===== src/rtl/gpio_pkg.sv =====
// Shared definitions for the GPIO port: register map addresses and width limit.
package gpio_pkg;

    localparam logic [2:0] GPIO_OUT   = 3'd0;
    localparam logic [2:0] GPIO_SET   = 3'd1;
    localparam logic [2:0] GPIO_CLR   = 3'd2;
    localparam logic [2:0] GPIO_TGL   = 3'd3;
    localparam logic [2:0] GPIO_DIR   = 3'd4;
    localparam logic [2:0] GPIO_IN    = 3'd5;
    localparam logic [2:0] GPIO_IE    = 3'd6;
    localparam logic [2:0] GPIO_IFLAG = 3'd7;

    localparam int GPIO_MAX_WIDTH = 32;

endpackage


===== src/rtl/gpio_sync_edge.sv =====
// Multi-stage input synchroniser with a one-cycle history register.
// Produces the synchronised value and a one-cycle rising-edge pulse per bit.
module sync_edge #(
    parameter int WIDTH  = 8,
    parameter int STAGES = 2
) (
    input  logic             clk,
    input  logic             rst,
    input  logic [WIDTH-1:0] d_i,
    output logic [WIDTH-1:0] in_o,
    output logic [WIDTH-1:0] rise_o
);

    logic [WIDTH-1:0] stage_q [STAGES];
    logic [WIDTH-1:0] prev_q;

    always_ff @(posedge clk or posedge rst) begin
        if (rst) begin
            for (int k = 0; k < STAGES; k++) begin
                stage_q[k] <= '0;
            end
            prev_q <= '0;
        end else begin
            stage_q[0] <= d_i;
            for (int k = 1; k < STAGES; k++) begin
                stage_q[k] <= stage_q[k-1];
            end
            prev_q <= stage_q[STAGES-1];
        end
    end

    assign in_o   = stage_q[STAGES-1];
    assign rise_o = stage_q[STAGES-1] & ~prev_q;

endmodule


===== src/rtl/gpio_port.sv =====
// Memory-mapped GPIO port: output latch with atomic set/clear/toggle,
// per-bit direction, synchronised readback and rising-edge interrupts.
module gpio_port
    import gpio_pkg::*;
#(
    parameter int WIDTH       = 8,
    parameter int SYNC_STAGES = 2
) (
    input  logic             CLK,
    input  logic             RESET,
    input  logic             WE,
    input  logic [2:0]       ADDR,
    input  logic [31:0]      DATA_IN,
    output logic [31:0]      DATA_OUT,
    input  logic [WIDTH-1:0] IO_IN,
    output logic [WIDTH-1:0] IO_OUT,
    output logic [WIDTH-1:0] IO_OE,
    output logic             IRQ
);

    logic [WIDTH-1:0] out_q, out_d;
    logic [WIDTH-1:0] dir_q, dir_d;
    logic [WIDTH-1:0] ie_q, ie_d;
    logic [WIDTH-1:0] iflag_q, iflag_d;
    logic [WIDTH-1:0] syncIn;
    logic [WIDTH-1:0] riseVec;
    logic [WIDTH-1:0] wrData;
    logic [WIDTH-1:0] rdData;
    logic             unusedData;

    assign wrData     = DATA_IN[WIDTH-1:0];
    assign unusedData = ^(DATA_IN >> WIDTH);

    sync_edge #(
        .WIDTH  (WIDTH),
        .STAGES (SYNC_STAGES)
    ) u_sync (
        .clk    (CLK),
        .rst    (RESET),
        .d_i    (IO_IN),
        .in_o   (syncIn),
        .rise_o (riseVec)
    );

    always_ff @(posedge CLK or posedge RESET) begin
        if (RESET) begin
            out_q   <= '0;
            dir_q   <= '0;
            ie_q    <= '0;
            iflag_q <= '0;
        end else begin
            out_q   <= out_d;
            dir_q   <= dir_d;
            ie_q    <= ie_d;
            iflag_q <= iflag_d;
        end
    end

    // Edge sets are applied after the write-1-to-clear so a coincident rise keeps its flag.
    always_comb begin
        out_d   = out_q;
        dir_d   = dir_q;
        ie_d    = ie_q;
        iflag_d = iflag_q;
        if (WE) begin
            case (ADDR)
                GPIO_OUT:   out_d   = wrData;
                GPIO_SET:   out_d   = out_q | wrData;
                GPIO_CLR:   out_d   = out_q & ~wrData;
                GPIO_TGL:   out_d   = out_q ^ wrData;
                GPIO_DIR:   dir_d   = wrData;
                GPIO_IE:    ie_d    = wrData;
                GPIO_IFLAG: iflag_d = iflag_q & ~wrData;
                default:    ;
            endcase
        end
        iflag_d = iflag_d | riseVec;
    end

    always_comb begin
        rdData = '0;
        case (ADDR)
            GPIO_OUT, GPIO_SET, GPIO_CLR, GPIO_TGL: rdData = out_q;
            GPIO_DIR:   rdData = dir_q;
            GPIO_IN:    rdData = syncIn;
            GPIO_IE:    rdData = ie_q;
            GPIO_IFLAG: rdData = iflag_q;
            default:    rdData = '0;
        endcase
    end

    assign DATA_OUT = 32'(rdData);
    assign IO_OUT   = out_q;
    assign IO_OE    = dir_q;
    assign IRQ      = |(iflag_q & ie_q);

endmodule


===== config.mk =====
export PLATFORM = sky130hd
export DESIGN_NAME = gpio_port
export DESIGN_NICKNAME = d
export VERILOG_FILES = /design/src/rtl/gpio_pkg.sv /design/src/rtl/gpio_sync_edge.sv /design/src/rtl/gpio_port.sv
export SDC_FILE = /design/constraint.sdc
export NUM_CORES = 1
export LEC_CHECK = 0
export CORE_ASPECT_RATIO = 0.6
export CORE_MARGIN = 2
export CORE_UTILIZATION = 45
export CTS_BUF_LIST = sky130_fd_sc_hd__clkbuf_16
export CTS_CLUSTER_SIZE = 28
export DETAILED_ROUTE_END_ITERATION = 12
export PLACE_DENSITY = 0.88
export SETUP_SLACK_MARGIN = 0.4
export SYNTH_ARGS = -nofsm -noshare
export SYNTH_HDL_FRONTEND = slang
export SYNTH_SLANG_ARGS = --single-unit

===== constraint.sdc =====
create_clock -name CLK -period 2.2 [get_ports CLK]
set_input_delay 0.22 -clock CLK [delete_from_list [all_inputs] [get_ports CLK]]
set_output_delay 0.22 -clock CLK [all_outputs]
set_load 0.03 [all_outputs]

==> results.ini, run 1 <==
[critical_path]
cp_max_fo = 3
timing.critical_path.cells = mux4_2 > nand2_1 > o21ai_0 > buf_2
critPathTopFamily = multiplexers
r2r_start = IO_OUT[4]
worstSetupStartpoint = iflag_q[7]
start_kind = flop
end_kind = primary output
rr_worst_depth = 4
worstPathArrival_ps = 1530
crit_buf_inv = 1
cpPeakStageDelay_ps = 470
crit_path_top_delay_cell = mux4_2
worst_ep_required_time_ps = 1980
cp.depth = 4
worstSetupPathType = flop to primary output

[timing]
post-route-min-period_ps = 1750
fmax_mhz = 571
setup_ws_ps = 448
tns_ps = 0
setup_viol = 0
slew_viol_final = 0
timing.final.crit_share = 0.796
grt_setup_unrepaired = yes
fin_skew_ps = 4.60
finalHoldViolations = 0

[power_and_ir_drop]
p_total_w = 0.00284
peakVddDrop_v = 0.000498
p_per_area_nw_per_um2 = 818
p_leak_nw = 1.66

[cts]
cts_max_path_buffers = 2
cts_max_level = 2
cts_buffers = 5
cts.clk_slew.worst_paths_ps = 70
cts_sinks = 56
clkLatencyLatePin_ps = 290
cts_tree = built
cts_root_buffer = clkbuf_16

[floorplan]
core_area_um2 = 6060
rows = 22
die_h_um = 65.1
start_util = 0.463
dieArea_um2 = 6900
ioPinCount = 95
die_w_um = 106

[cells_and_area]
diodes = 0
drive_gt1_frac = 0.163
nets = 367
finalCoreUtilization = 0.574
area_delta_synth_final_pct = 24.0

[global_route]
grt_usage = 0.189
grt_pass1_wl_mm = 9.93
grt_max_degree = 57
grt_overflow = 0
antenna_found_initial = 0
grt_pass1_vias = 1976

[yosys]
synth_edf_count = 0
ys_seq_area_frac = 0.500
syn_area_um2 = 2800
synthTopCellsByArea = dfrtp_1 (50%), ha_1 (7.1%), buf_4 (7.0%)
syn_area_per_cell_um2 = 11.3
ys_types = 23
synth.top_cell.area_share = 0.500
synthFlopType = dfrtp_1
synthCells = 248
yosys.area.top_type = dfrtp_1
synth-seq-cells = 56
ys_warn_count = 0
synthArstFlopShare = 1.00

[routing]
drtIter0Drc = 101
first_pass_iters = 4
wire_per_inst_um = 15.5
dr_total_vias = 1939
via_per_inst = 4.97
postRouteAntennaNets = 0
wirelength_mm = 6.03
drc = 0

[hold_path]
worstHoldPathType = primary input to asynchronous set/reset pin

[place]
port_buffers = 46
gp_congestion = 0.800
dp_slack_ps = -161
dp_hpwl_mm = 4.38

[run_status]
run_status = complete, no violations

[run]
drv_cap = 0

==> report_power, final <==
group	total (W)	switching, W	internal (W)
logic	0.000840	0.000480	0.000360
clock network	0.000747	0.000337	0.000410
registers	0.00126	0.000105	0.00115
total	0.00284	0.000922	0.00192
==> stage by stage <==
stage / cells / hold WS (ps) / area [um^2]
CTS: 388 / 320 / 3450
floorplan: 271 / 251 / 2890
global route: 390 / 338 / 3480
finish: 390 / 291 / 3480
global placement: 380 / 332 / 3310
detailed placement: 380 / 335 / 3310
==> logic make-up after synthesis <==
kind of cell / share of synthesized area
other: 0.00134
multiplexers: 0.129
AND/OR/NAND/NOR: 0.0750
flip-flops: 0.500
AO/OA/AOI/OAI: 0.102
adder cells (fa/ha/maj): 0.0714
buffers and inverters: 0.121
==> layer usage <==
layer | vias to the layer above | wire, um | global-route usage
li1 | 914 | - | -
met1 | 953 | 2610 | 0.255
met2 | 66 | 2960 | 0.315
met3 | 6 | 411 | 0.0407
met4 | 0 | 56 | 0.0526
met5 | - | 0 | 0
==> layout make-up <==
type / count / area (um^2)
Fill cell: 513 / 2580
Sequential cell: 56 / 1400
Multi-Input combinational cell: 155 / 1150
Timing Repair Buffer: 62 / 592
Clock buffer: 5 / 125
Tap cell: 84 / 105
Inverter: 25 / 93.8
Clock inverter: 3 / 11.3
==> worst min-delay path: cells and delay by family <==
kind	cells	cell delay, ps
buffers and inverters	3	750
==> sequential cells by signal (all words and copies together), names as in the netlist <==
register	count
u_sync.in_o	8
ie_q	8
iflag_q	8
u_sync.stage_q	8
u_sync.prev_q	8
IO_OUT	8
IO_OE	8
==> repair_timing <==
item	4_1_cts	5_1_grt
endpoints found under the hold margin	0	0
buffers inserted	0	2
hold buffers	0	0
setup endpoints to repair	17	14
gates resized for setup	17	16
==> cell usage in the layout, fill, tap and decap left out <==
cell type / n
a22o_1: 8
a22oi_1: 4
and4_1: 1
buf_12: 3
buf_2: 2
buf_4: 20
clkbuf_16: 5
clkdlybuf4s18_2: 1
clkdlybuf4s50_1: 34
clkinv_1: 1
conb_1: 24
dfrtp_1: 56
dlygate4sd2_1: 1
dlymetal6s2s_1: 1
ha_1: 16
inv_1: 26
inv_2: 1
mux2_2: 9
mux2i_1: 8
mux4_2: 8
nand2_1: 40
nand2b_1: 1
nand3b_1: 1
nand4_1: 1
nand4b_1: 1
nor3_4: 1
o21ai_0: 20
o21ai_1: 3
o221ai_1: 8
or2_1: 1
==> Yosys cell counts (all sizes together), types with 4 or more instances <==
master   n
a22o     8
mux2     9
dfrtp   56
o21ai   23
a22oi    4
mux2i    8
buf     30
mux4     8
nand2   40
clkbuf   5
inv     25
o221ai   8
ha      16
==> path summary, 6_finish.rpt <==
| path | slack (ps) | end |
|---|---|---|
| min in group CLK | 350 | u_sync.in_o[4] |
| min reg2reg | 350 | u_sync.in_o[4] |
| max | 450 | DATA_OUT[7] |
| max in group asynchronous | 1640 | u_sync.prev_q[2] |
| max reg2reg | 950 | IO_OUT[4] |
| min | 290 | u_sync.stage_q[15] |
No activity file was read; power rests on OpenSTA's default activity.
==> inputs of run 2 (changes only) <==
CORE_UTILIZATION = 41   (was 45)
PLACE_DENSITY = 0.85   (was 0.88)
clock period = 1.61 ns   (was 2.2 ns; I/O delays follow)
==> run 2 against run 1 <==
Register-to-register slack worse by 520 ps. Sequential share of layout area down 4.1 points. Utilization increased by 1.2 points. Die area grew 9.3%. Critical path depth stayed put. Cell count grew 11%. Clock power up 49%. Sequential cell count did not move. Via count up 9.7%. Critical endpoint is now DATA_OUT[0]. Power is 47% higher. The flow now finishes with violations (negative setup slack). Combinational power is 61% higher.
==> results.ini, run 2 (same netlist as run 1, synthesis figures left out) <==
[run_status]
run_status = finished, violations left
violations = negative setup slack

[place]
port_buffers = 46  ; unchanged
gp_congestion = 0.853  ; +6.6%
dp_slack_ps = -565  ; -403 ps
dp_hpwl_mm = 4.58  ; +4.5%
placed_cell_area_um2 = 3470  ; +4.8%

[timing]
slew_viol_final = 0  ; unchanged
timing.final.crit_share = 1.02
grt_setup_unrepaired = yes
tns_ps = -83.6  ; -83.6 ps
fmax_mhz = 608
fin_skew_ps = 2.69  ; -1.91 ps
post-route-min-period_ps = 1640
setup_ws_ps = -33.7  ; -482 ps
finalHoldViolations = 0  ; unchanged
setup_viol = 7  ; +7

[floorplan]
rows = 23  ; +4.5%
core_area_um2 = 6650  ; +9.8%
die_w_um = 111  ; +4.6%
ioPinCount = 95  ; unchanged
start_util = 0.422  ; -0.0412
die_h_um = 68.0  ; +4.5%
dieArea_um2 = 7540  ; +9.3%

[cells_and_area]
drive_gt1_frac = 0.406  ; +0.243
final_common_cell = buf_4
final_cell_mix = buf_4 (53), dfrtp_1 (48), nand2_1 (37)
nFillCells = 519  ; +1.2%
area_delta_synth_final_pct = 39.0
multi_input_area_um2 = 1240  ; +7.9%
final_cell_area_um2 = 3900  ; +12%
nets = 408  ; +11%
register_area_um2 = 1410  ; +0.71%
diodes = 0  ; unchanged

[power_and_ir_drop]
p_int_w = 0.00277  ; +44%
p_switching_w = 0.00140  ; +52%
clkPwrFrac = 0.266  ; +0.003
peakVddDrop_v = 0.000574  ; +15%
p_leak_nw = 1.89  ; +14%
p_seq_frac = 0.410  ; -0.032
p_sw_frac = 0.336  ; +0.0118
p_per_area_nw_per_um2 = 1070  ; +31%
p_comb_frac = 0.324  ; +0.029

[critical_path]
r2r_start = IO_OUT[5]
timing.critical_path.cells = mux4_2 > nand2_1 > o21ai_1 > buf_4
r2r_end = IO_OUT[5]
cpPeakStageDelay_ps = 490  ; +20 ps
cp-endpoint = DATA_OUT[0]
start_kind = flop
end_kind = primary output
worstSetupPathType = flop to primary output
worst-r2r-setup-slack_ps = 430  ; -520 ps
cp_max_fo = 2  ; -1
worstPathArrival_ps = 1480  ; -50 ps
rr_worst_depth = 4  ; unchanged
worstSetupStartpoint = iflag_q[0]
worst_ep_required_time_ps = 1450  ; -530 ps
crit_path_top_delay_cell = mux4_2

[global_route]
grt_pass1_vias = 2055  ; +4.0%
grt_usage = 0.192  ; +0.00262
grt_max_degree = 57  ; unchanged
antenna_found_initial = 0  ; unchanged
grt_pass1_wl_mm = 10.8  ; +8.8%
grt_overflow = 0  ; unchanged

[run]
drv_cap = 0  ; unchanged

[routing]
wirelength_mm = 6.84  ; +13%
first_pass_iters = 4  ; unchanged
postRouteAntennaNets = 0  ; unchanged
via_per_inst = 4.90  ; -1.4%
drc = 0  ; unchanged
drtIter0Drc = 86  ; -15%
dr_total_vias = 2127  ; +9.7%
wire_per_inst_um = 15.8  ; +2.0%

[cts]
cts_max_level = 2  ; unchanged
clkLatencyLatePin_ps = 300  ; about the same
cts_root_buffer = clkbuf_16
cts_tree = built
cts_buffers = 5  ; unchanged
postCtsHoldBufs = 0  ; unchanged
cts_max_path_buffers = 2  ; unchanged
cts_sinks = 56  ; unchanged
cts.clk_slew.worst_paths_ps = 70  ; about the same

[hold_path]
worstHoldPathType = primary input to flop

==> run 2: cell types whose count changed in the layout (fill, tap and decap cells not counted), sizes merged <==
cell,change
buf,+52
clkdlybuf4s50,-20
clkdlybuf4s15,+6
clkbuf,+2
clkinvlp,+2
dlymetal6s2s,+2
inv,-2
clkdlybuf4s18,-1
==> run 2: metrics by stage <==
stage / cells / hold WS [ps] / total power, W / util
final: 434 / 173 / 0.00418 / 0.586
after global routing: 434 / 209 / 0.00441 / 0.586
after CTS: 428 / 287 / 0.00412 / 0.574
after detailed placement: 402 / 337 / 0.00294 / 0.522
after floorplan: 271 / 192 / 0.00248 / -
after global placement: 402 / 333 / 0.00290 / 0.522
==> run 2: metal layers <==
metal  up-vias  track usage  part of all wire
li1        992            -                 -
met1      1052        0.263              0.45
met2        74        0.302              0.46
met3         9       0.0620             0.073
met4         0       0.0453            0.0089
met5         -            0                 0
==> run 2: power groups by stage <==
stage / sequential, W / clock (W) / combinational [W]
detailed placement: 0.00174 / 0 / 0.00119
CTS: 0.00171 / 0.00113 / 0.00128
floorplan: 0.00188 / 0 / 0.000603
global route: 0.00174 / 0.00120 / 0.00147
finish: 0.00171 / 0.00111 / 0.00135
global placement: 0.00173 / 0 / 0.00116
==> run 2: worst min-delay path by stage <==
stage	startpoint	to	slack [ps]	cells after the start
after CTS	RESET	IO_OE[5]	290	3
final	DATA_IN[0]	IO_OE[0]	170	2
after global routing	DATA_IN[0]	IO_OE[0]	210	2
after detailed placement	u_sync.stage_q[13]	u_sync.in_o[5]	340	0
after floorplan	IO_IN[2]	u_sync.stage_q[10]	190	0
after global placement	u_sync.stage_q[10]	u_sync.in_o[2]	330	0
==> run 2: what timing repair did <==
| action | in CTS | in global routing |
|---|---|---|
| endpoints found under the setup margin | 57 | 29 |
| gates cloned | 0 | 0 |
| pin swaps | 9 | 4 |
| buffers inserted | 18 | 6 |
| gates resized for setup | 110 | 37 |
==> run 2: area by class of cell <==
type                            instances  area share
Tap cell                               87      0.0279
Sequential cell                        56       0.362
Inverter                               25      0.0257
Clock buffer                            5      0.0321
Clock inverter                          3     0.00706
Multi-Input combinational cell        155       0.318
Timing Repair Buffer                  103       0.227
==> run 2: critical path: cells and delay by family (launching register included) <==
family / cells / cell delay [ps]
muxes: 1 / 490
DFF: 1 / 400
and+or+nand+nor: 1 / 70
buffers and inverters: 1 / 170
AOI/OAI and AO/OA: 1 / 60
==> inputs of run 3 (changes only) <==
CAP_MARGIN = 20   (was unset)
CTS_BUF_LIST = unset   (was sky130_fd_sc_hd__clkbuf_16)
REMOVE_ABC_BUFFERS = 1   (was unset)
==> run 3 against run 2 <==
Critical path depth increased by 1. The run still ends with negative setup slack left. Combinational power up 3%. Via count shrank 0.61%. Clock skew about the same. Sequential share of layout area shrank 0.60 points. Sequential cell count stayed put. Sequential power about the same. Critical path type unchanged. Design area is 1.1% higher. Routed wire length fell by 3.0%. Utilization up 0.62 points.
==> results.ini, run 3 (same netlist as run 1, synthesis figures left out) <==
[routing]
wire_per_inst_um = 15.3  ; -3.2%
first_pass_iters = 4  ; unchanged
postRouteAntennaNets = 0  ; unchanged
top_layer_used = met4
wl_met2_mm = 3.28  ; +3.7%
drc = 0  ; unchanged
wl_met3_um = 371  ; -26%
wirelength_mm = 6.64  ; -3.0%
drtIter0Drc = 88  ; +2.3%
dr_total_vias = 2114  ; -0.61%
via_per_inst = 4.86  ; -0.84%
drt-met1-wl_mm = 2.92  ; -6.1%

[global_route]
grt_pass1_vias = 2216  ; +7.8%
antenna_found_initial = 0  ; unchanged
grt_pass1_wl_mm = 10.6  ; -2.0%
grt_usage = 0.182  ; -0.00985
grt_max_degree = 45  ; -21%
grt_overflow = 0  ; unchanged

[critical_path]
worstSetupPathType = flop to primary output
cp_max_fo = 2  ; unchanged
worst-r2r-setup-slack_ps = 430  ; about the same
worstSetupStartpoint = ie_q[4]
r2r_end = IO_OUT[7]
worstPathArrival_ps = 1560  ; +80 ps
r2r_start = IO_OUT[7]
worst_ep_required_time_ps = 1450  ; about the same
rr_worst_depth = 4  ; unchanged
end_kind = primary output
start_kind = flop

[hold_path]
worstHoldPathType = primary input to asynchronous set/reset pin

[cts]
cts_max_level = 2  ; unchanged
cts_tree = built
cts_buffers = 5  ; unchanged
cts.clk_slew.worst_paths_ps = 70  ; about the same
clkLatencyLatePin_ps = 290  ; about the same
cts_sinks = 56  ; unchanged
cts_max_path_buffers = 2  ; unchanged
cts_root_buffer = clkbuf_16
postCtsHoldBufs = 0  ; unchanged

[cells_and_area]
fin_cells = 435  ; +0.23%
area_delta_synth_final_pct = 40.5
finalCoreUtilization = 0.592  ; +0.00621
final_cell_mix = dfrtp_1 (55), buf_4 (47), nand2_1 (36)
diodes = 0  ; unchanged
final_common_cell = dfrtp_1
nets = 409  ; +0.25%
drive_gt1_frac = 0.379  ; -0.0270

[timing]
grt_setup_unrepaired = yes
fin_skew_ps = 2.21  ; -0.483 ps
fin_hold_ws_ps = 134  ; -39.2 ps
timing.final.crit_share = 1.07  ; +0.0479
setup_viol = 5  ; -2
slew_viol_final = 0  ; unchanged
tns_ps = -143  ; -59.9 ps
fmax_mhz = 581  ; -4.5%
finalHoldViolations = 0  ; unchanged
post-route-min-period_ps = 1720  ; +77.1 ps
setup_ws_ps = -111  ; -77.1 ps

[power_and_ir_drop]
p_per_area_nw_per_um2 = 1060  ; -1.6%
peakVddDrop_v = 0.000521  ; -9.3%
p_leak_nw = 1.97  ; +3.9%

[run_status]
violations = negative setup slack
run_status = finished, violations left

[floorplan]
die_w_um = 111  ; unchanged
dieArea_um2 = 7540  ; unchanged
die_h_um = 68.0  ; unchanged
ioPinCount = 95  ; unchanged
start_util = 0.422  ; unchanged
core_area_um2 = 6650  ; unchanged
rows = 23  ; unchanged

[place]
dp_cells = 407  ; +1.2%
dp_slack_ps = -637  ; -71.9 ps
port_buffers = 46  ; unchanged
gp_congestion = 0.827  ; -3.1%
dp_hpwl_mm = 4.79  ; +4.5%

[run]
drv_cap = 0  ; unchanged

[run 3: area by class of cell]
cell class	count	area, um^2
Fill cell	548	2710
Sequential cell	56	1400
Tap cell	87	109
Clock buffer	8	146
Timing Repair Buffer	104	930
Inverter	25	93.8
Multi-Input combinational cell	155	1260
[run 3: through the flow]
step,area (um^2),power [W]
2_1_floorplan,2640,0.00239
3_3_place_gp,3510,0.00292
6_report,3940,0.00415
4_1_cts,3790,0.00408
5_1_grt,3940,0.00437
3_5_place_dp,3510,0.00298
[run 3: layer usage]
layer	vias up	global-route usage
met3	9	0.0443
met4	0	0.0375
met1	1055	0.228
li1	995	-
met5	-	0
met2	55	0.332
[run 3: how the worst max path moves through the flow]
| stage | to | cells past startpoint |
|---|---|---|
| 2_1_floorplan | IO_OE[0] | 1 |
| 3_3_place_gp | DATA_OUT[0] | 6 |
| 3_5_place_dp | DATA_OUT[0] | 6 |
| 4_1_cts | DATA_OUT[4] | 5 |
| 5_1_grt | DATA_OUT[4] | 5 |
| 6_report | DATA_OUT[4] | 5 |
[run 3: worst max-delay path, stage by stage (launching register included)]
cell and delay [ps]:
dfrtp_1 390, buf_4 140, mux4_2 450, nand2_2 80, o21ai_2 70, buf_6 140
[run 3: report_power, final]
part	internal [W]	switching [W]	total, W
combinational	0.000628	0.000758	0.00139
clock	0.000621	0.000451	0.00107
sequential	0.00157	0.000123	0.00170
total	0.00282	0.00133	0.00415
[run 3: repair_timing]
item	in CTS	in global routing
endpoints found under the setup margin	57	31
pin swaps	7	8
setup buffers	8	12
gates cloned	0	0
resized for setup	123	41
